`config.mk`:
```
export PLATFORM = sky130hd
export DESIGN_NAME = ram_scan_reader
export DESIGN_NICKNAME = d
export VERILOG_FILES = /design/src/rtl/ram_scan_reader_pkg.sv /design/src/rtl/ram_scan_reader_dwell_timer.sv /design/src/rtl/ram_scan_reader.sv
export SDC_FILE = /design/constraint.sdc
export NUM_CORES = 1
export LEC_CHECK = 0
export ABC_AREA = 1
export BUFFER_PORTS_ARGS = -buffer_cell sky130_fd_sc_hd__buf_2
export CAP_MARGIN = 15
export CORE_ASPECT_RATIO = 1.4
export CORE_UTILIZATION = 51
export CTS_CLUSTER_DIAMETER = 50
export DETAILED_ROUTE_END_ITERATION = 10
export GPL_ROUTABILITY_DRIVEN = 0
export PLACE_DENSITY = 0.77
export SLEW_MARGIN = 30
export SYNTH_ARGS = -nofsm -noshare
export SYNTH_HDL_FRONTEND = slang
export SYNTH_HIERARCHICAL = 1
export SYNTH_SLANG_ARGS = --single-unit
```
`constraint.sdc`:
```
create_clock -name CLOCK_50 -period 5.9 [get_ports CLOCK_50]
set_input_delay 1.18 -clock CLOCK_50 [delete_from_list [all_inputs] [get_ports CLOCK_50]]
set_output_delay 1.18 -clock CLOCK_50 [all_outputs]
set_load 0.03 [all_outputs]
```
`src/rtl/ram_scan_reader_pkg.sv`:
```
// ram_scan_reader shared types and defaults.
// Holds the scan FSM state encoding and counter widths.
package ram_scan_pkg;

    localparam int DEF_ADDR_W = 5;
    localparam int DEF_DATA_W = 8;

    // Wide enough to count up to the largest read latency (3).
    localparam int WAIT_CNT_W = 2;

    typedef enum logic [2:0] {
        IDLE,
        ISSUE,
        WAIT,
        CAPTURE,
        DWELL
    } state_t;

endpackage

```
`src/rtl/ram_scan_reader_dwell_timer.sv`:
```
// dwell_timer: loadable down-counter with hold and expiry flag.
// Expiry is reported only while running, so a held count never expires.
module dwell_timer #(
    parameter int CYCLES = 4
) (
    input  logic i_clk,
    input  logic i_rst,
    input  logic i_load,
    input  logic i_run,
    output logic o_expire
);

    localparam int CNT_W = (CYCLES > 2) ? $clog2(CYCLES) : 1;
    localparam logic [CNT_W-1:0] LOAD_VAL = CNT_W'(CYCLES - 1);

    logic [CNT_W-1:0] r_cnt;
    logic             w_zero;

    assign w_zero   = (r_cnt == '0);
    assign o_expire = i_run && w_zero;

    // Load on dwell entry, count down while running, hold otherwise.
    always_ff @(posedge i_clk or posedge i_rst) begin
        if (i_rst) begin
            r_cnt <= '0;
        end else if (i_load) begin
            r_cnt <= LOAD_VAL;
        end else if (i_run && !w_zero) begin
            r_cnt <= r_cnt - 1'b1;
        end
    end

endmodule

```
`src/rtl/ram_scan_reader.sv`:
```
// ram_scan_reader: walks an address window of a 32x8 RAM for display.
// Optional running checksum output enabled by RAM_SCAN_CHECKSUM_EN.
module ram_scan_reader
    import ram_scan_pkg::*;
#(
    parameter int ADDR_W       = DEF_ADDR_W,
    parameter int DATA_W       = DEF_DATA_W,
    parameter int RD_LATENCY   = 1,
    parameter int DWELL_CYCLES = 25000000
) (
    input  logic              CLOCK_50,
    input  logic              RESET,
    input  logic              start,
    input  logic              stop,
    input  logic              pause,
    input  logic              step_mode,
    input  logic              step,
    input  logic              loop_en,
    input  logic [ADDR_W-1:0] first_addr,
    input  logic [ADDR_W-1:0] last_addr,
    output logic [ADDR_W-1:0] ram_addr,
    output logic              ram_wren,
    input  logic [DATA_W-1:0] ram_q,
    output logic [ADDR_W-1:0] disp_addr,
    output logic [DATA_W-1:0] disp_data,
    output logic              data_valid,
    output logic              busy,
`ifdef RAM_SCAN_CHECKSUM_EN
    output logic [DATA_W-1:0] checksum,
    output logic              checksum_valid,
`endif
    output logic              done
);

    state_t r_state;
    state_t w_next;

    logic [ADDR_W-1:0]     r_cur;
    logic [ADDR_W-1:0]     r_first;
    logic [ADDR_W-1:0]     r_last;
    logic [ADDR_W-1:0]     r_disp_addr;
    logic [DATA_W-1:0]     r_disp_data;
    logic                  r_valid;
    logic                  r_done;
    logic [WAIT_CNT_W-1:0] r_wait_cnt;

    logic w_busy;
    logic w_latch_win;
    logic w_capture;
    logic w_advance;
    logic w_finish;
    logic w_wrap;
    logic w_load;
    logic w_run;
    logic w_expire;
    logic w_wait_done;
    logic w_dwell_exit;
    logic w_at_last;

    assign w_wait_done  = (r_wait_cnt == WAIT_CNT_W'(RD_LATENCY - 1));
    assign w_at_last    = (r_cur == r_last);
    assign w_dwell_exit = step_mode ? step : w_expire;

    dwell_timer #(
        .CYCLES (DWELL_CYCLES)
    ) u_dwell (
        .i_clk    (CLOCK_50),
        .i_rst    (RESET),
        .i_load   (w_load),
        .i_run    (w_run),
        .o_expire (w_expire)
    );

    // State register.
    always_ff @(posedge CLOCK_50 or posedge RESET) begin
        if (RESET) begin
            r_state <= IDLE;
        end else begin
            r_state <= w_next;
        end
    end

    // Next-state logic; stop overrides everything outside IDLE.
    always_comb begin
        w_next = r_state;
        if (stop && (r_state != IDLE)) begin
            w_next = IDLE;
        end else begin
            case (r_state)
                IDLE:    if (start && !stop) w_next = ISSUE;
                ISSUE:   w_next = WAIT;
                WAIT:    if (w_wait_done) w_next = CAPTURE;
                CAPTURE: w_next = DWELL;
                DWELL: begin
                    if (w_dwell_exit) begin
                        w_next = (w_at_last && !loop_en) ? IDLE : ISSUE;
                    end
                end
                default: w_next = IDLE;
            endcase
        end
    end

    // Per-state control strobes for the datapath.
    always_comb begin
        w_busy      = (r_state != IDLE);
        w_latch_win = 1'b0;
        w_capture   = 1'b0;
        w_advance   = 1'b0;
        w_run       = 1'b0;
        case (r_state)
            IDLE:    w_latch_win = start && !stop;
            CAPTURE: w_capture   = !stop;
            DWELL: begin
                w_run     = !pause;
                w_advance = w_dwell_exit && !stop;
            end
            default: ;
        endcase
        w_load   = w_capture;
        w_finish = w_advance && w_at_last && !loop_en;
        w_wrap   = w_advance && w_at_last && loop_en;
    end

    // Counts the read-latency cycles spent in WAIT.
    always_ff @(posedge CLOCK_50 or posedge RESET) begin
        if (RESET) begin
            r_wait_cnt <= '0;
        end else if (r_state == WAIT) begin
            r_wait_cnt <= r_wait_cnt + 1'b1;
        end else begin
            r_wait_cnt <= '0;
        end
    end

    // Window, current address and display registers.
    always_ff @(posedge CLOCK_50 or posedge RESET) begin
        if (RESET) begin
            r_first     <= '0;
            r_last      <= '0;
            r_cur       <= '0;
            r_disp_addr <= '0;
            r_disp_data <= '0;
            r_valid     <= 1'b0;
            r_done      <= 1'b0;
        end else begin
            r_valid <= w_capture;
            r_done  <= w_finish;
            if (w_latch_win) begin
                r_first <= first_addr;
                r_last  <= last_addr;
                r_cur   <= first_addr;
            end else if (w_advance) begin
                r_cur <= w_at_last ? r_first : r_cur + 1'b1;
            end
            if (w_capture) begin
                r_disp_addr <= r_cur;
                r_disp_data <= ram_q;
            end
        end
    end

`ifdef RAM_SCAN_CHECKSUM_EN
    logic [DATA_W-1:0] r_sum;
    logic              r_sum_clr;
    logic              r_sum_valid;

    // Pass checksum: holds the full-pass total while checksum_valid
    // pulses at a loop wrap, then restarts with the next capture.
    always_ff @(posedge CLOCK_50 or posedge RESET) begin
        if (RESET) begin
            r_sum       <= '0;
            r_sum_clr   <= 1'b0;
            r_sum_valid <= 1'b0;
        end else begin
            r_sum_valid <= w_finish || w_wrap;
            if (w_latch_win) begin
                r_sum     <= '0;
                r_sum_clr <= 1'b0;
            end else if (w_capture) begin
                r_sum     <= (r_sum_clr ? '0 : r_sum) + ram_q;
                r_sum_clr <= 1'b0;
            end else if (w_wrap) begin
                r_sum_clr <= 1'b1;
            end
        end
    end

    assign checksum       = r_sum;
    assign checksum_valid = r_sum_valid;
`endif

    assign ram_addr   = r_cur;
    assign ram_wren   = 1'b0;
    assign disp_addr  = r_disp_addr;
    assign disp_data  = r_disp_data;
    assign data_valid = r_valid;
    assign done       = r_done;
    assign busy       = w_busy;

endmodule
```
==> run_summary.xml, run 1 <==
<?xml version="1.0" encoding="UTF-8"?>
<metrics>
  <group name="timing">
    <metric name="fin_worst_skew" unit="ns">0.009370</metric>
    <metric name="hold_slack" unit="ns">0.4295</metric>
    <metric name="tightestPinTransition" unit="ns">0.7719</metric>
    <metric name="max_slew_margin" unit="%">48.48</metric>
    <metric name="layout_min_cycle_time" unit="ns">3.043</metric>
    <metric name="finalSetupViolations" unit="">0</metric>
    <metric name="timing.fmax" unit="MHz">328.6</metric>
    <metric name="rsz0062_at_grt" unit="">false</metric>
    <metric name="final.setup.tns" unit="ns">0</metric>
    <metric name="finalHoldViolCount" unit="">0</metric>
    <metric name="layout_worst_path_cycle_share" unit="%">51.58</metric>
    <metric name="slew_viol_final" unit="">0</metric>
  </group>
  <group name="power">
    <metric name="power_frac_clock" unit="%">22.3</metric>
    <metric name="worst_ir_drop_vdd" unit="V">0.0003113</metric>
    <metric name="power_frac_seq" unit="%">36.8</metric>
    <metric name="power.share.switching" unit="%">44.99</metric>
    <metric name="power.leakage" unit="nW">2.121</metric>
    <metric name="cellPowerDensity" unit="mW/mm²">481.4</metric>
    <metric name="internal-power" unit="W">0.001044</metric>
    <metric name="switching_power" unit="W">0.0008536</metric>
    <metric name="combinationalPowerShare" unit="%">40.8</metric>
  </group>
  <group name="synth">
    <metric name="mean_instance_size_in_the_synthesized_netlist" unit="µm²">7.172</metric>
    <metric name="synth.yosys.warnings" unit="">6</metric>
    <metric name="synthMostInstantiatedCell" unit="">sky130_fd_sc_hd__nand2_1</metric>
    <metric name="synth_unique_cells" unit="">32</metric>
    <metric name="synth_fa_ha_area_share" unit="%">1.451</metric>
    <metric name="mappedNetlistNets" unit="">511</metric>
    <metric name="synth.area.mux_share" unit="%">0</metric>
    <metric name="synthXorXnorAreaFrac" unit="%">1.523</metric>
    <metric name="post_synth_instance_area" unit="mm²">0.003450</metric>
    <metric name="post_synthesis_async_set_or_reset_flop_share" unit="%">100.0</metric>
    <metric name="ys_ff_latch" unit="">60</metric>
    <metric name="synth_top_family_by_area" unit="">simple AND/OR/NAND/NOR gates</metric>
    <metric name="post_synth_inst_count" unit="">481</metric>
    <metric name="synthFlopType" unit="">sky130_fd_sc_hd__dfrtp_1</metric>
    <metric name="synth_area_leader_cell" unit="">sky130_fd_sc_hd__dfrtp_1</metric>
    <metric name="synth-seq-area-share" unit="%">43.53</metric>
    <metric name="netlist_top_cells_count" unit="">153 x sky130_fd_sc_hd__nand2_1, 66 x sky130_fd_sc_hd__nor2_1, 61 x sky130_fd_sc_hd__inv_1, 60 x sky130_fd_sc_hd__dfrtp_1, 40 x sky130_fd_sc_hd__nand3_1</metric>
    <metric name="synth_compound_gate_area_share" unit="%">5.912</metric>
    <metric name="yosys.area_share.simple" unit="%">38.34</metric>
    <metric name="synth-edff-count" unit="">0</metric>
    <metric name="synth.area.top_cells" unit="">sky130_fd_sc_hd__dfrtp_1 44%, sky130_fd_sc_hd__nand2_1 17%, sky130_fd_sc_hd__nor2_1 7.2%, sky130_fd_sc_hd__inv_1 6.6%, sky130_fd_sc_hd__nand3_1 5.8%</metric>
    <metric name="synth_largest_type_area_fraction" unit="%">43.53</metric>
  </group>
  <group name="drt">
    <metric name="route.detailed.vias_per_inst" unit="">5.434</metric>
    <metric name="drtAntennaViolNets" unit="">0</metric>
    <metric name="detailedRoute.firstIterationViolations" unit="">197</metric>
    <metric name="drt_drc_violations_left" unit="">0</metric>
    <metric name="drt_pass_1_iters" unit="">7</metric>
    <metric name="drt-total-wl" unit="µm">8142</metric>
    <metric name="routed_wire_length_per_instance" unit="µm">13.39</metric>
    <metric name="dr_total_vias" unit="">3304</metric>
  </group>
  <group name="cts">
    <metric name="cts_sinks" unit="">60</metric>
    <metric name="cts.clk_slew.worst_paths" unit="ns">0.07</metric>
    <metric name="cts_hold_buffers" unit="">0</metric>
    <metric name="postCtsResizedCells" unit="">0</metric>
    <metric name="worst_skew_pair.late_latency" unit="ns">0.35</metric>
    <metric name="cts-htree-levels" unit="">3</metric>
    <metric name="post-cts-setup-buffer-count" unit="">0</metric>
    <metric name="cts.root.buffer_cell" unit="">sky130_fd_sc_hd__clkbuf_8</metric>
    <metric name="cts_max_path_buffers" unit="">2</metric>
    <metric name="clock_tree_from_tritoncts" unit="">built</metric>
    <metric name="cts_made_buffers" unit="">9</metric>
  </group>
  <group name="floorplan">
    <metric name="die_w" unit="µm">71.51</metric>
    <metric name="num_rows" unit="">35</metric>
    <metric name="die_h" unit="µm">99.31</metric>
    <metric name="die_area" unit="mm²">0.007101</metric>
    <metric name="ioPinCount" unit="">48</metric>
    <metric name="core-area" unit="mm²">0.006569</metric>
    <metric name="initial_core_util" unit="%">52.51</metric>
  </group>
  <group name="critical_path">
    <metric name="critical_path.reg2reg.endpoint" unit="">u_dwell/r_cnt[24]</metric>
    <metric name="worst-r2r-setup-slack" unit="ns">3.25</metric>
    <metric name="regToRegStartpoint" unit="">r_state[1]</metric>
    <metric name="cpPeakStageDelay" unit="ns">0.54</metric>
    <metric name="worst_setup_path_startpoint" unit="">stop</metric>
    <metric name="critPathCapture" unit="">u_dwell/r_cnt[24]</metric>
    <metric name="critical_path.cell_chain" unit="">buf_2 &gt; nor3_4 &gt; inv_1 &gt; nand2_4 &gt; clkinv_2 &gt; nand2_1 &gt; nand2_1</metric>
    <metric name="worst_setup_path_start_kind" unit="">input port</metric>
    <metric name="crit_arrival" unit="ns">3.27</metric>
    <metric name="path_common_cell" unit="">sky130_fd_sc_hd__nand2_1</metric>
    <metric name="slowest_stage" unit="">sky130_fd_sc_hd__inv_1</metric>
    <metric name="endpoint_kind" unit="">flop</metric>
    <metric name="r2r_depth" unit="">7</metric>
    <metric name="crit_required" unit="ns">6.13</metric>
    <metric name="timing.setup.critical_path_class" unit="">input port to flop</metric>
    <metric name="timing.critical_path.fanout_max" unit="">25</metric>
  </group>
  <group name="final_layout">
    <metric name="diodes" unit="">0</metric>
    <metric name="fillers" unit="">602</metric>
    <metric name="syn_to_final_growth" unit="%">14.25</metric>
    <metric name="fin_nets" unit="">559</metric>
    <metric name="stdcell_area" unit="mm²">0.003941</metric>
    <metric name="drive_gt1_share" unit="%">15.92</metric>
  </group>
  <group name="job">
    <metric name="maxCapViolations" unit="">0</metric>
  </group>
  <group name="global_route">
    <metric name="grt_pass1_vias" unit="">3228</metric>
    <metric name="grt_pass1_wl" unit="µm">14210</metric>
    <metric name="global_route.overflow_total" unit="">0</metric>
    <metric name="antenna_found_initial" unit="">0</metric>
    <metric name="grt_max_degree" unit="">33</metric>
    <metric name="grt.total_usage" unit="%">25.64</metric>
  </group>
  <group name="min_path">
    <metric name="hold_path_class" unit="">flop to flop</metric>
  </group>
  <group name="place">
    <metric name="detailedPlacementHpwl" unit="µm">5820</metric>
    <metric name="portBuffers" unit="">46</metric>
    <metric name="detailed_place.area" unit="mm²">0.003711</metric>
  </group>
  <group name="run_status">
    <metric name="outcome" unit="">complete, no violations</metric>
  </group>
</metrics>
[cell families after synthesis]
group,Yosys count
XOR/XNOR,6
buffers and inverters,74
flip-flops,60
other,1
adder cells (fa/ha/maj),4
AO/OA/AOI/OAI,36
AND/OR/NAND/NOR,300
[cells in the final DEF (no fill, tap or decap), types with 3 or more instances in the layout]
| cell | n |
|---|---|
| sky130_fd_sc_hd__clkbuf_8 | 9 |
| sky130_fd_sc_hd__o21bai_1 | 6 |
| sky130_fd_sc_hd__nand3_1 | 40 |
| sky130_fd_sc_hd__buf_2 | 46 |
| sky130_fd_sc_hd__nor2_2 | 6 |
| sky130_fd_sc_hd__clkinv_4 | 3 |
| sky130_fd_sc_hd__a21oi_1 | 7 |
| sky130_fd_sc_hd__xor2_1 | 4 |
| sky130_fd_sc_hd__ha_1 | 4 |
| sky130_fd_sc_hd__nand4_1 | 20 |
| sky130_fd_sc_hd__nor2_4 | 3 |
| sky130_fd_sc_hd__dfrtp_1 | 60 |
| sky130_fd_sc_hd__nor2_1 | 66 |
| sky130_fd_sc_hd__nand2_1 | 153 |
| sky130_fd_sc_hd__inv_2 | 3 |
| sky130_fd_sc_hd__o21ai_0 | 10 |
| sky130_fd_sc_hd__inv_1 | 60 |
| sky130_fd_sc_hd__o21ai_1 | 10 |
[per-stage QoR]
| step | cells | worst slack, ns | power (W) | utilization, % |
|---|---|---|---|---|
| final | 608 | 2.857 | 0.001897 | 60.00 |
| after global placement | 592 | 2.206 | 0.001432 | 56.50 |
| after CTS | 608 | 2.449 | 0.001894 | 59.90 |
| after detailed placement | 592 | 2.092 | 0.001461 | 56.50 |
| after floorplan | 481 | 3.358 | 0.001259 | - |
| after global routing | 608 | 2.636 | 0.002036 | 60.00 |
[how the worst min path moves through the flow]
stage,start,to,slack [ns],cells past startpoint
final,r_wait_cnt[0],r_wait_cnt[0],0.43,1
after global routing,r_wait_cnt[0],r_wait_cnt[0],0.46,1
after CTS,r_wait_cnt[0],r_wait_cnt[0],0.43,1
after detailed placement,r_wait_cnt[0],r_wait_cnt[0],0.42,1
after global placement,r_wait_cnt[0],r_wait_cnt[0],0.41,1
after floorplan,r_wait_cnt[0],r_wait_cnt[0],0.40,1
[critical path: cells and delay by family]
family	cells	cell delay [ns]
buffers and inverters	3	0.94
AND/OR/NAND/NOR	4	1.15
[sequential cells by signal, indices dropped and copies added (netlist names)]
name and flops:
data_valid 1, r_state 3, r_first 5, done 1, r_last 5, r_wait_cnt 2, ram_addr 5, u_dwell/r_cnt 25
disp_data 8, disp_addr 5
[power by group through the flow]
stage               Sequential, W  Combinational (W)  Clock [W]
floorplan                0.000785           0.000475          0
global placement         0.000696           0.000736          0
detailed placement       0.000701           0.000759          0
CTS                      0.000695           0.000769   0.000430
global route             0.000719           0.000869   0.000447
finish                   0.000698           0.000775   0.000424
[routing by layer]
| layer | vias up | track usage, % | share of wire [%] |
|---|---|---|---|
| li1 | 1615 | - | - |
| met1 | 1580 | 29.14 | 39 |
| met2 | 99 | 46.37 | 55 |
| met3 | 10 | 4.559 | 4.6 |
| met4 | 0 | 11.61 | 1.1 |
| met5 | - | 0 | 0 |
[final cells by class]
cell class	instances	area [µm²]	area share, %
tap	74	92.59	2.349
multi-input combinational	347	1644	41.71
timing repair buffer	47	237.7	6.032
clock inverter	7	100.1	2.540
inverter	64	241.5	6.127
clock buffer	9	123.9	3.143
sequential	60	1501	38.10
Note: power is estimated with default switching activity, not from simulation.
==> run 2: changes to the inputs <==
- PLACE_DENSITY: 0.77 -> 0.8
- clock period: 5.9 -> 2.6 ns (I/O delays scaled with it)
==> run 2 against run 1 <==
Net effect:
- the run now ends with design-rule violations left
- via count down 0.97%
- global-route usage down 0.092 points
- critical path type is now flop to flop
- combinational power up 130%
- clock-buffer cell count up 1
- largest power group unchanged
- critical endpoint is now ram_addr[1]
- clock skew down 0.0031 ns
- first-iteration DRC count up 3.6%
- non-clock buffer count up 5
==> run_summary.xml, run 2 (synthesized netlist as in run 1, its figures left out) <==
<?xml version="1.0" encoding="UTF-8"?>
<metrics>
  <group name="cts">
    <metric name="post-cts-setup-buffer-count" unit="">0</metric>
    <metric name="cts_made_buffers" unit="">9</metric>
    <metric name="cts_hold_buffers" unit="">0</metric>
    <metric name="postCtsResizedCells" unit="">0</metric>
    <metric name="cts_sinks" unit="">60</metric>
    <metric name="cts.clk_slew.worst_paths" unit="ns">0.07</metric>
    <metric name="cts-htree-levels" unit="">3</metric>
    <metric name="worst_skew_pair.late_latency" unit="ns">0.34</metric>
    <metric name="cts.root.buffer_cell" unit="">sky130_fd_sc_hd__clkbuf_8</metric>
    <metric name="clock_tree_from_tritoncts" unit="">built</metric>
    <metric name="cts_max_path_buffers" unit="">2</metric>
  </group>
  <group name="global_route">
    <metric name="grt_max_degree" unit="">36</metric>
    <metric name="antenna_found_initial" unit="">0</metric>
    <metric name="grt_pass1_wl" unit="µm">14200</metric>
    <metric name="global_route.overflow_total" unit="">0</metric>
    <metric name="grt_pass1_vias" unit="">3213</metric>
    <metric name="grt.total_usage" unit="%">25.55</metric>
  </group>
  <group name="floorplan">
    <metric name="core-area" unit="mm²">0.006569</metric>
    <metric name="die_h" unit="µm">99.31</metric>
    <metric name="die_area" unit="mm²">0.007101</metric>
    <metric name="die_w" unit="µm">71.51</metric>
    <metric name="num_rows" unit="">35</metric>
    <metric name="ioPinCount" unit="">48</metric>
    <metric name="initial_core_util" unit="%">52.51</metric>
  </group>
  <group name="drt">
    <metric name="drt_pass_1_iters" unit="">8</metric>
    <metric name="drt-total-wl" unit="µm">8238</metric>
    <metric name="dr_total_vias" unit="">3272</metric>
    <metric name="routed_wire_length_per_instance" unit="µm">13.44</metric>
    <metric name="route.detailed.vias_per_inst" unit="">5.338</metric>
    <metric name="detailedRoute.firstIterationViolations" unit="">204</metric>
    <metric name="drtAntennaViolNets" unit="">0</metric>
    <metric name="drt_drc_violations_left" unit="">2</metric>
  </group>
  <group name="place">
    <metric name="portBuffers" unit="">46</metric>
    <metric name="detailed_place.area" unit="mm²">0.003749</metric>
    <metric name="detailedPlacementHpwl" unit="µm">5923</metric>
    <metric name="dp_slack" unit="ns">0.4014</metric>
  </group>
  <group name="critical_path">
    <metric name="worst_setup_path_start_kind" unit="">flop</metric>
    <metric name="slowest_stage" unit="">sky130_fd_sc_hd__dfrtp_1</metric>
    <metric name="timing.setup.critical_path_class" unit="">flop to flop</metric>
    <metric name="cpPeakStageDelay" unit="ns">0.37</metric>
    <metric name="crit_required" unit="ns">2.82</metric>
    <metric name="critical-path-top-delay-family" unit="">simple AND/OR/NAND/NOR gates</metric>
    <metric name="crit_arrival" unit="ns">2.48</metric>
    <metric name="critical_path.cell_chain" unit="">inv_1 &gt; ha_1 &gt; inv_1 &gt; nor2_1 &gt; nand2_1 &gt; nor2_2 &gt; nand3_4 &gt; nor2_1 &gt; o21ai_0 &gt; nor2_1 &gt; nor2_1 &gt; inv_1 &gt; nor2_1 &gt; a21oi_1</metric>
    <metric name="endpoint_kind" unit="">flop</metric>
    <metric name="critPathBufInv" unit="">3</metric>
    <metric name="timing.critical_path.fanout_max" unit="">6</metric>
    <metric name="path_common_cell" unit="">sky130_fd_sc_hd__nor2_1</metric>
  </group>
  <group name="timing">
    <metric name="max_slew_margin" unit="%">62.44</metric>
    <metric name="finalSetupViolations" unit="">0</metric>
    <metric name="slew_viol_final" unit="">0</metric>
    <metric name="layout_worst_path_cycle_share" unit="%">86.73</metric>
    <metric name="fin_worst_skew" unit="ns">0.006272</metric>
    <metric name="layout_min_cycle_time" unit="ns">2.255</metric>
    <metric name="worst_slack" unit="ns">0.3450</metric>
    <metric name="rsz0062_at_grt" unit="">false</metric>
    <metric name="hold_slack" unit="ns">0.2729</metric>
    <metric name="tightestPinTransition" unit="ns">0.5614</metric>
    <metric name="finalHoldViolCount" unit="">0</metric>
    <metric name="timing.fmax" unit="MHz">443.5</metric>
    <metric name="final.setup.tns" unit="ns">0</metric>
  </group>
  <group name="final_layout">
    <metric name="drive_gt1_share" unit="%">16.33</metric>
    <metric name="sequential_standard_cell_area" unit="mm²">0.001501</metric>
    <metric name="fin_nets" unit="">564</metric>
    <metric name="diodes" unit="">0</metric>
    <metric name="fillers" unit="">568</metric>
    <metric name="commonest_non_fill_non_tap_cell_in_the_layout" unit="">sky130_fd_sc_hd__nand2_1</metric>
    <metric name="most-common-layout-cells" unit="">153 x sky130_fd_sc_hd__nand2_1, 66 x sky130_fd_sc_hd__nor2_1, 61 x sky130_fd_sc_hd__inv_1, 60 x sky130_fd_sc_hd__dfrtp_1, 46 x sky130_fd_sc_hd__buf_2</metric>
    <metric name="multi_input_area" unit="mm²">0.001638</metric>
    <metric name="registers.top_by_ff_count" unit="">u_dwell/r_cnt</metric>
    <metric name="largest_register_ffs" unit="">25</metric>
    <metric name="stdcell_area" unit="mm²">0.003941</metric>
    <metric name="syn_to_final_growth" unit="%">14.25</metric>
  </group>
  <group name="power">
    <metric name="finalPower" unit="W">0.004169</metric>
    <metric name="cellPowerDensity" unit="mW/mm²">1058</metric>
    <metric name="worst_ir_drop_vdd" unit="V">0.0007227</metric>
    <metric name="power.leakage" unit="nW">2.132</metric>
  </group>
  <group name="min_path">
    <metric name="hold_path_class" unit="">input port to async pin</metric>
  </group>
  <group name="run_status">
    <metric name="outcome" unit="">complete, but fails checks</metric>
    <metric name="violated_checks" unit="">design-rule violations</metric>
  </group>
  <group name="job">
    <metric name="maxCapViolations" unit="">0</metric>
  </group>
</metrics>
run 2: cell type report:
| class | count | share of cell area, % |
|---|---|---|
| timing repair buffer | 52 | 6.984 |
| clock buffer | 10 | 3.238 |
| multi-input combinational | 347 | 41.56 |
| sequential | 60 | 38.10 |
| tap | 74 | 2.349 |
| clock inverter | 6 | 1.651 |
| inverter | 64 | 6.127 |
run 2: per-stage QoR:
step,cells,utilization (%)
after floorplan,481,-
after global placement,597,57.07
after detailed placement,597,57.07
after CTS,613,60.00
after global routing,613,60.00
final,613,60.00
run 2: power breakdown:
group	switching, W	internal [W]	total [W]	leakage (nW)
clock	0.000389	0.000443	0.000832	0.0962
combinational	0.00118	0.000567	0.00175	1.29
sequential	0.000328	0.00126	0.00159	0.748
total	0.00190	0.00227	0.00417	2.13
run 2: worst paths after layout:
path / cells past startpoint / slack, ns / start / to
worst min register to register: 1 / 0.43 / r_wait_cnt[0] / r_wait_cnt[0]
worst min-delay path: 3 / 0.27 / RESET / u_dwell/r_cnt[7]
min in group CLOCK_50: 3 / 0.38 / last_addr[0] / r_last[0]
worst max-delay path: 14 / 0.35 / u_dwell/r_cnt[0] / ram_addr[1]
worst max register to register: 14 / 0.35 / u_dwell/r_cnt[0] / ram_addr[1]
max in group asynchronous: 3 / 1.99 / RESET / disp_addr[2]
run 2: worst min-delay path, delay by kind of cell:
kind | cells | cell delay (ns)
buf+inv | 3 | 0.49
run 2: per-layer routing:
metal,GRT usage (%),wire (µm)
met5,0,0
met4,10.26,155
met3,4.154,323
met2,46.67,4393
met1,29.44,3365
==> run 3: changes to the inputs <==
- CTS_BUF_LIST: unset -> sky130_fd_sc_hd__clkbuf_2
- PLACE_DENSITY: 0.8 -> 0.82
- SYNTH_HIERARCHICAL: 1 -> unset
==> run 3 against run 2 <==
Net effect:
- the flow now finishes without violations
- first-iteration DRC count shrank 8.8%
- hold slack got worse by 0.23 ns
- critical path depth down 9
- worst setup slack better by 0.085 ns
- routed wire length decreased by 7.2%
- combinational power up 9%
- final cell count shrank 4.7%
- global-route usage decreased by 1.6 points
- clock power down 30%
- critical path type is now flop to primary output
- critical endpoint is now busy
- largest power group unchanged
==> run_summary.xml, run 3 <==
<?xml version="1.0" encoding="UTF-8"?>
<metrics>
  <group name="synth">
    <metric name="synthFlopType" unit="">sky130_fd_sc_hd__dfrtp_1</metric>
    <metric name="synth.yosys.warnings" unit="">0</metric>
    <metric name="mappedNetlistNets" unit="">488</metric>
    <metric name="synth.area.top_cells" unit="">sky130_fd_sc_hd__dfrtp_1 44%, sky130_fd_sc_hd__nand2_1 16%, sky130_fd_sc_hd__nand3_1 5.9%, sky130_fd_sc_hd__nor2_1 5.5%, sky130_fd_sc_hd__inv_1 5.1%</metric>
    <metric name="synth-edff-count" unit="">0</metric>
    <metric name="post_synth_inst_count" unit="">458</metric>
    <metric name="synth_largest_type_area_fraction" unit="%">44.00</metric>
    <metric name="mean_instance_size_in_the_synthesized_netlist" unit="µm²">7.450</metric>
    <metric name="synthMostInstantiatedCell" unit="">sky130_fd_sc_hd__nand2_1</metric>
    <metric name="ys_ff_latch" unit="">60</metric>
    <metric name="post_synthesis_async_set_or_reset_flop_share" unit="%">100.0</metric>
    <metric name="post_synth_instance_area" unit="mm²">0.003412</metric>
    <metric name="synth_unique_cells" unit="">32</metric>
    <metric name="synth-seq-area-share" unit="%">44.00</metric>
    <metric name="netlist_top_cells_count" unit="">147 x sky130_fd_sc_hd__nand2_1, 60 x sky130_fd_sc_hd__dfrtp_1, 50 x sky130_fd_sc_hd__nor2_1, 46 x sky130_fd_sc_hd__inv_1, 40 x sky130_fd_sc_hd__nand3_1</metric>
    <metric name="synth_area_leader_cell" unit="">sky130_fd_sc_hd__dfrtp_1</metric>
  </group>
  <group name="floorplan">
    <metric name="initial_core_util" unit="%">53.83</metric>
    <metric name="die_h" unit="µm">98.78</metric>
    <metric name="die_area" unit="mm²">0.007026</metric>
    <metric name="die_w" unit="µm">71.13</metric>
    <metric name="ioPinCount" unit="">48</metric>
    <metric name="core-area" unit="mm²">0.006339</metric>
    <metric name="num_rows" unit="">34</metric>
  </group>
  <group name="power">
    <metric name="cellPowerDensity" unit="mW/mm²">1088</metric>
    <metric name="power.leakage" unit="nW">2.012</metric>
    <metric name="switching_power" unit="W">0.002003</metric>
    <metric name="power.share.switching" unit="%">48.37</metric>
    <metric name="internal-power" unit="W">0.002138</metric>
    <metric name="worst_ir_drop_vdd" unit="V">0.0005675</metric>
    <metric name="power_frac_clock" unit="%">14.2</metric>
    <metric name="power_frac_seq" unit="%">39.7</metric>
    <metric name="combinationalPowerShare" unit="%">46.1</metric>
  </group>
  <group name="critical_path">
    <metric name="timing.setup.critical_path_class" unit="">flop to primary output</metric>
    <metric name="critPathCapture" unit="">busy</metric>
    <metric name="worst_setup_path_startpoint" unit="">r_state[2]</metric>
    <metric name="crit_arrival" unit="ns">1.65</metric>
    <metric name="regToRegStartpoint" unit="">r_state[2]</metric>
    <metric name="r2r_depth" unit="">9</metric>
    <metric name="endpoint_kind" unit="">primary output</metric>
    <metric name="worst_setup_path_start_kind" unit="">flop</metric>
    <metric name="worst-r2r-setup-slack" unit="ns">0.75</metric>
    <metric name="timing.critical_path.fanout_max" unit="">5</metric>
    <metric name="crit_required" unit="ns">2.08</metric>
    <metric name="critical_path.reg2reg.endpoint" unit="">ram_addr[4]</metric>
  </group>
  <group name="drt">
    <metric name="routed_wire_length_per_instance" unit="µm">13.08</metric>
    <metric name="drt-total-wl" unit="µm">7641</metric>
    <metric name="drt_pass_1_iters" unit="">4</metric>
    <metric name="route.detailed.vias_per_inst" unit="">5.324</metric>
    <metric name="drt_drc_violations_left" unit="">0</metric>
    <metric name="detailedRoute.firstIterationViolations" unit="">186</metric>
    <metric name="drtAntennaViolNets" unit="">0</metric>
    <metric name="dr_total_vias" unit="">3109</metric>
  </group>
  <group name="global_route">
    <metric name="grt_pass1_vias" unit="">3024</metric>
    <metric name="grt_max_degree" unit="">33</metric>
    <metric name="antenna_found_initial" unit="">0</metric>
    <metric name="grt_pass1_wl" unit="µm">13140</metric>
    <metric name="grt.total_usage" unit="%">23.95</metric>
    <metric name="global_route.overflow_total" unit="">0</metric>
  </group>
  <group name="final_layout">
    <metric name="syn_to_final_growth" unit="%">11.55</metric>
    <metric name="fin_nets" unit="">537</metric>
    <metric name="diodes" unit="">0</metric>
    <metric name="fillers" unit="">555</metric>
    <metric name="largest_register_ffs" unit="">25</metric>
    <metric name="multi_input_area" unit="mm²">0.001644</metric>
    <metric name="most-common-layout-cells" unit="">147 x sky130_fd_sc_hd__nand2_1, 60 x sky130_fd_sc_hd__dfrtp_1, 50 x sky130_fd_sc_hd__nor2_1, 46 x sky130_fd_sc_hd__buf_2, 45 x sky130_fd_sc_hd__inv_1</metric>
    <metric name="final_cell_count_no_fill" unit="">584</metric>
    <metric name="sequential_standard_cell_area" unit="mm²">0.001501</metric>
    <metric name="drive_gt1_share" unit="%">20.12</metric>
    <metric name="commonest_non_fill_non_tap_cell_in_the_layout" unit="">sky130_fd_sc_hd__nand2_1</metric>
    <metric name="registers.top_by_ff_count" unit="">u_dwell.r_cnt</metric>
  </group>
  <group name="timing">
    <metric name="final.setup.tns" unit="ns">0</metric>
    <metric name="tightestPinTransition" unit="ns">0.6147</metric>
    <metric name="layout_min_cycle_time" unit="ns">2.170</metric>
    <metric name="timing.fmax" unit="MHz">460.9</metric>
    <metric name="fin_worst_skew" unit="ns">0.02508</metric>
    <metric name="rsz0062_at_grt" unit="">false</metric>
    <metric name="layout_worst_path_cycle_share" unit="%">83.45</metric>
    <metric name="max_slew_margin" unit="%">58.96</metric>
    <metric name="finalHoldViolCount" unit="">0</metric>
    <metric name="finalSetupViolations" unit="">0</metric>
    <metric name="slew_viol_final" unit="">0</metric>
  </group>
  <group name="run_status">
    <metric name="outcome" unit="">complete, no violations</metric>
  </group>
  <group name="cts">
    <metric name="clock_tree_from_tritoncts" unit="">built</metric>
    <metric name="cts_made_buffers" unit="">9</metric>
    <metric name="cts.root.buffer_cell" unit="">sky130_fd_sc_hd__clkbuf_2</metric>
    <metric name="worst_skew_pair.late_latency" unit="ns">0.52</metric>
    <metric name="post-cts-setup-buffer-count" unit="">0</metric>
    <metric name="cts.clk_slew.worst_paths" unit="ns">0.20</metric>
    <metric name="cts_max_path_buffers" unit="">2</metric>
    <metric name="cts-htree-levels" unit="">3</metric>
    <metric name="postCtsResizedCells" unit="">0</metric>
    <metric name="cts_sinks" unit="">60</metric>
    <metric name="cts_hold_buffers" unit="">0</metric>
  </group>
  <group name="place">
    <metric name="portBuffers" unit="">46</metric>
    <metric name="detailedPlacementHpwl" unit="µm">5722</metric>
    <metric name="dp_cells" unit="">568</metric>
  </group>
  <group name="job">
    <metric name="maxCapViolations" unit="">0</metric>
  </group>
  <group name="min_path">
    <metric name="hold_path_class" unit="">input port to async pin</metric>
  </group>
</metrics>
==> run 3: cell types whose count changed after synthesis, sizes merged, moves of 3 or more <==
cell    change
o21ai      +19
nor2       -17
inv        -13
xor2        +7
nand4       -6
a21oi       -5
o21bai      -5
clkbuf      +3
nand2       -3
==> run 3: worst max-delay path, stage by stage (launching register included) <==
cell and delay (ns):
sky130_fd_sc_hd__dfrtp_1 0.48, sky130_fd_sc_hd__nor2_1 0.17, sky130_fd_sc_hd__inv_1 0.07, sky130_fd_sc_hd__nor2_1 0.16, sky130_fd_sc_hd__inv_1 0.08, sky130_fd_sc_hd__buf_2 0.18
==> run 3: per-layer routing <==
layer | up-vias | routed length, µm | global-route usage (%) | part of all wire (%)
met4 | 0 | 359 | 12.77 | 4.7
met3 | 33 | 263 | 5.726 | 3.4
li1 | 1546 | - | - | -
met5 | - | 0 | 0 | 0
met2 | 78 | 3981 | 42.68 | 52
met1 | 1452 | 3037 | 25.95 | 40
==> run 3: logic make-up (layout without fill, tap and decap cells) <==
| logic type | after synthesis | count (layout) | synth area share [%] |
|---|---|---|---|
| compound gates | 42 | 42 | 7.664 |
| xor+xnor | 13 | 13 | 3.337 |
| fa+ha+maj | 4 | 4 | 1.467 |
| buf+inv | 61 | 115 | 7.958 |
| flops | 60 | 60 | 44.00 |
| other cells | 1 | 1 | 0.1099 |
| simple gates | 277 | 277 | 35.46 |
==> run 3: metrics by stage <==
stage | util [%] | power, W | instance area, µm² | worst slack, ns | hold slack (ns)
6_report | 60.05 | 0.004141 | 3806 | 0.4302 | 0.04213
5_1_grt | 60.05 | 0.004474 | 3806 | 0.3107 | 0.04762
4_1_cts | 60.05 | 0.004146 | 3806 | 0.4169 | 0.05084
3_5_place_dp | 58.27 | 0.003556 | 3694 | 0.8066 | 0.4204
3_3_place_gp | 58.27 | 0.003485 | 3694 | 0.8790 | 0.4139
2_1_floorplan | - | 0.003073 | 3412 | 0.5953 | 0.4027
==> run 3: area by class of cell <==
cell class | count | area share (%)
clock buffer | 9 | 1.183
tap | 72 | 2.367
sequential | 60 | 39.45
multi-input combinational | 337 | 43.20
inverter | 50 | 5.062
timing repair buffer | 49 | 6.969
clock inverter | 7 | 1.775
==> run 3: power groups by stage <==
| stage | Clock [W] | Sequential [W] | Combinational (W) |
|---|---|---|---|
| 3_5_place_dp | 0 | 0.00165 | 0.00191 |
| 6_report | 0.000586 | 0.00164 | 0.00191 |
| 5_1_grt | 0.000634 | 0.00168 | 0.00216 |
| 2_1_floorplan | 0 | 0.00181 | 0.00126 |
| 3_3_place_gp | 0 | 0.00164 | 0.00184 |
| 4_1_cts | 0.000598 | 0.00163 | 0.00191 |
==> run 3: how the worst min path moves through the flow <==
stage | start | slack, ns | end | depth (start not counted)
2_1_floorplan | r_wait_cnt[0] | 0.40 | r_wait_cnt[0] | 1
3_3_place_gp | r_wait_cnt[0] | 0.41 | r_wait_cnt[0] | 1
3_5_place_dp | r_wait_cnt[0] | 0.42 | r_wait_cnt[0] | 1
4_1_cts | RESET | 0.05 | disp_data[4] | 2
5_1_grt | RESET | 0.05 | r_last[2] | 2
6_report | RESET | 0.04 | u_dwell.r_cnt[17] | 2
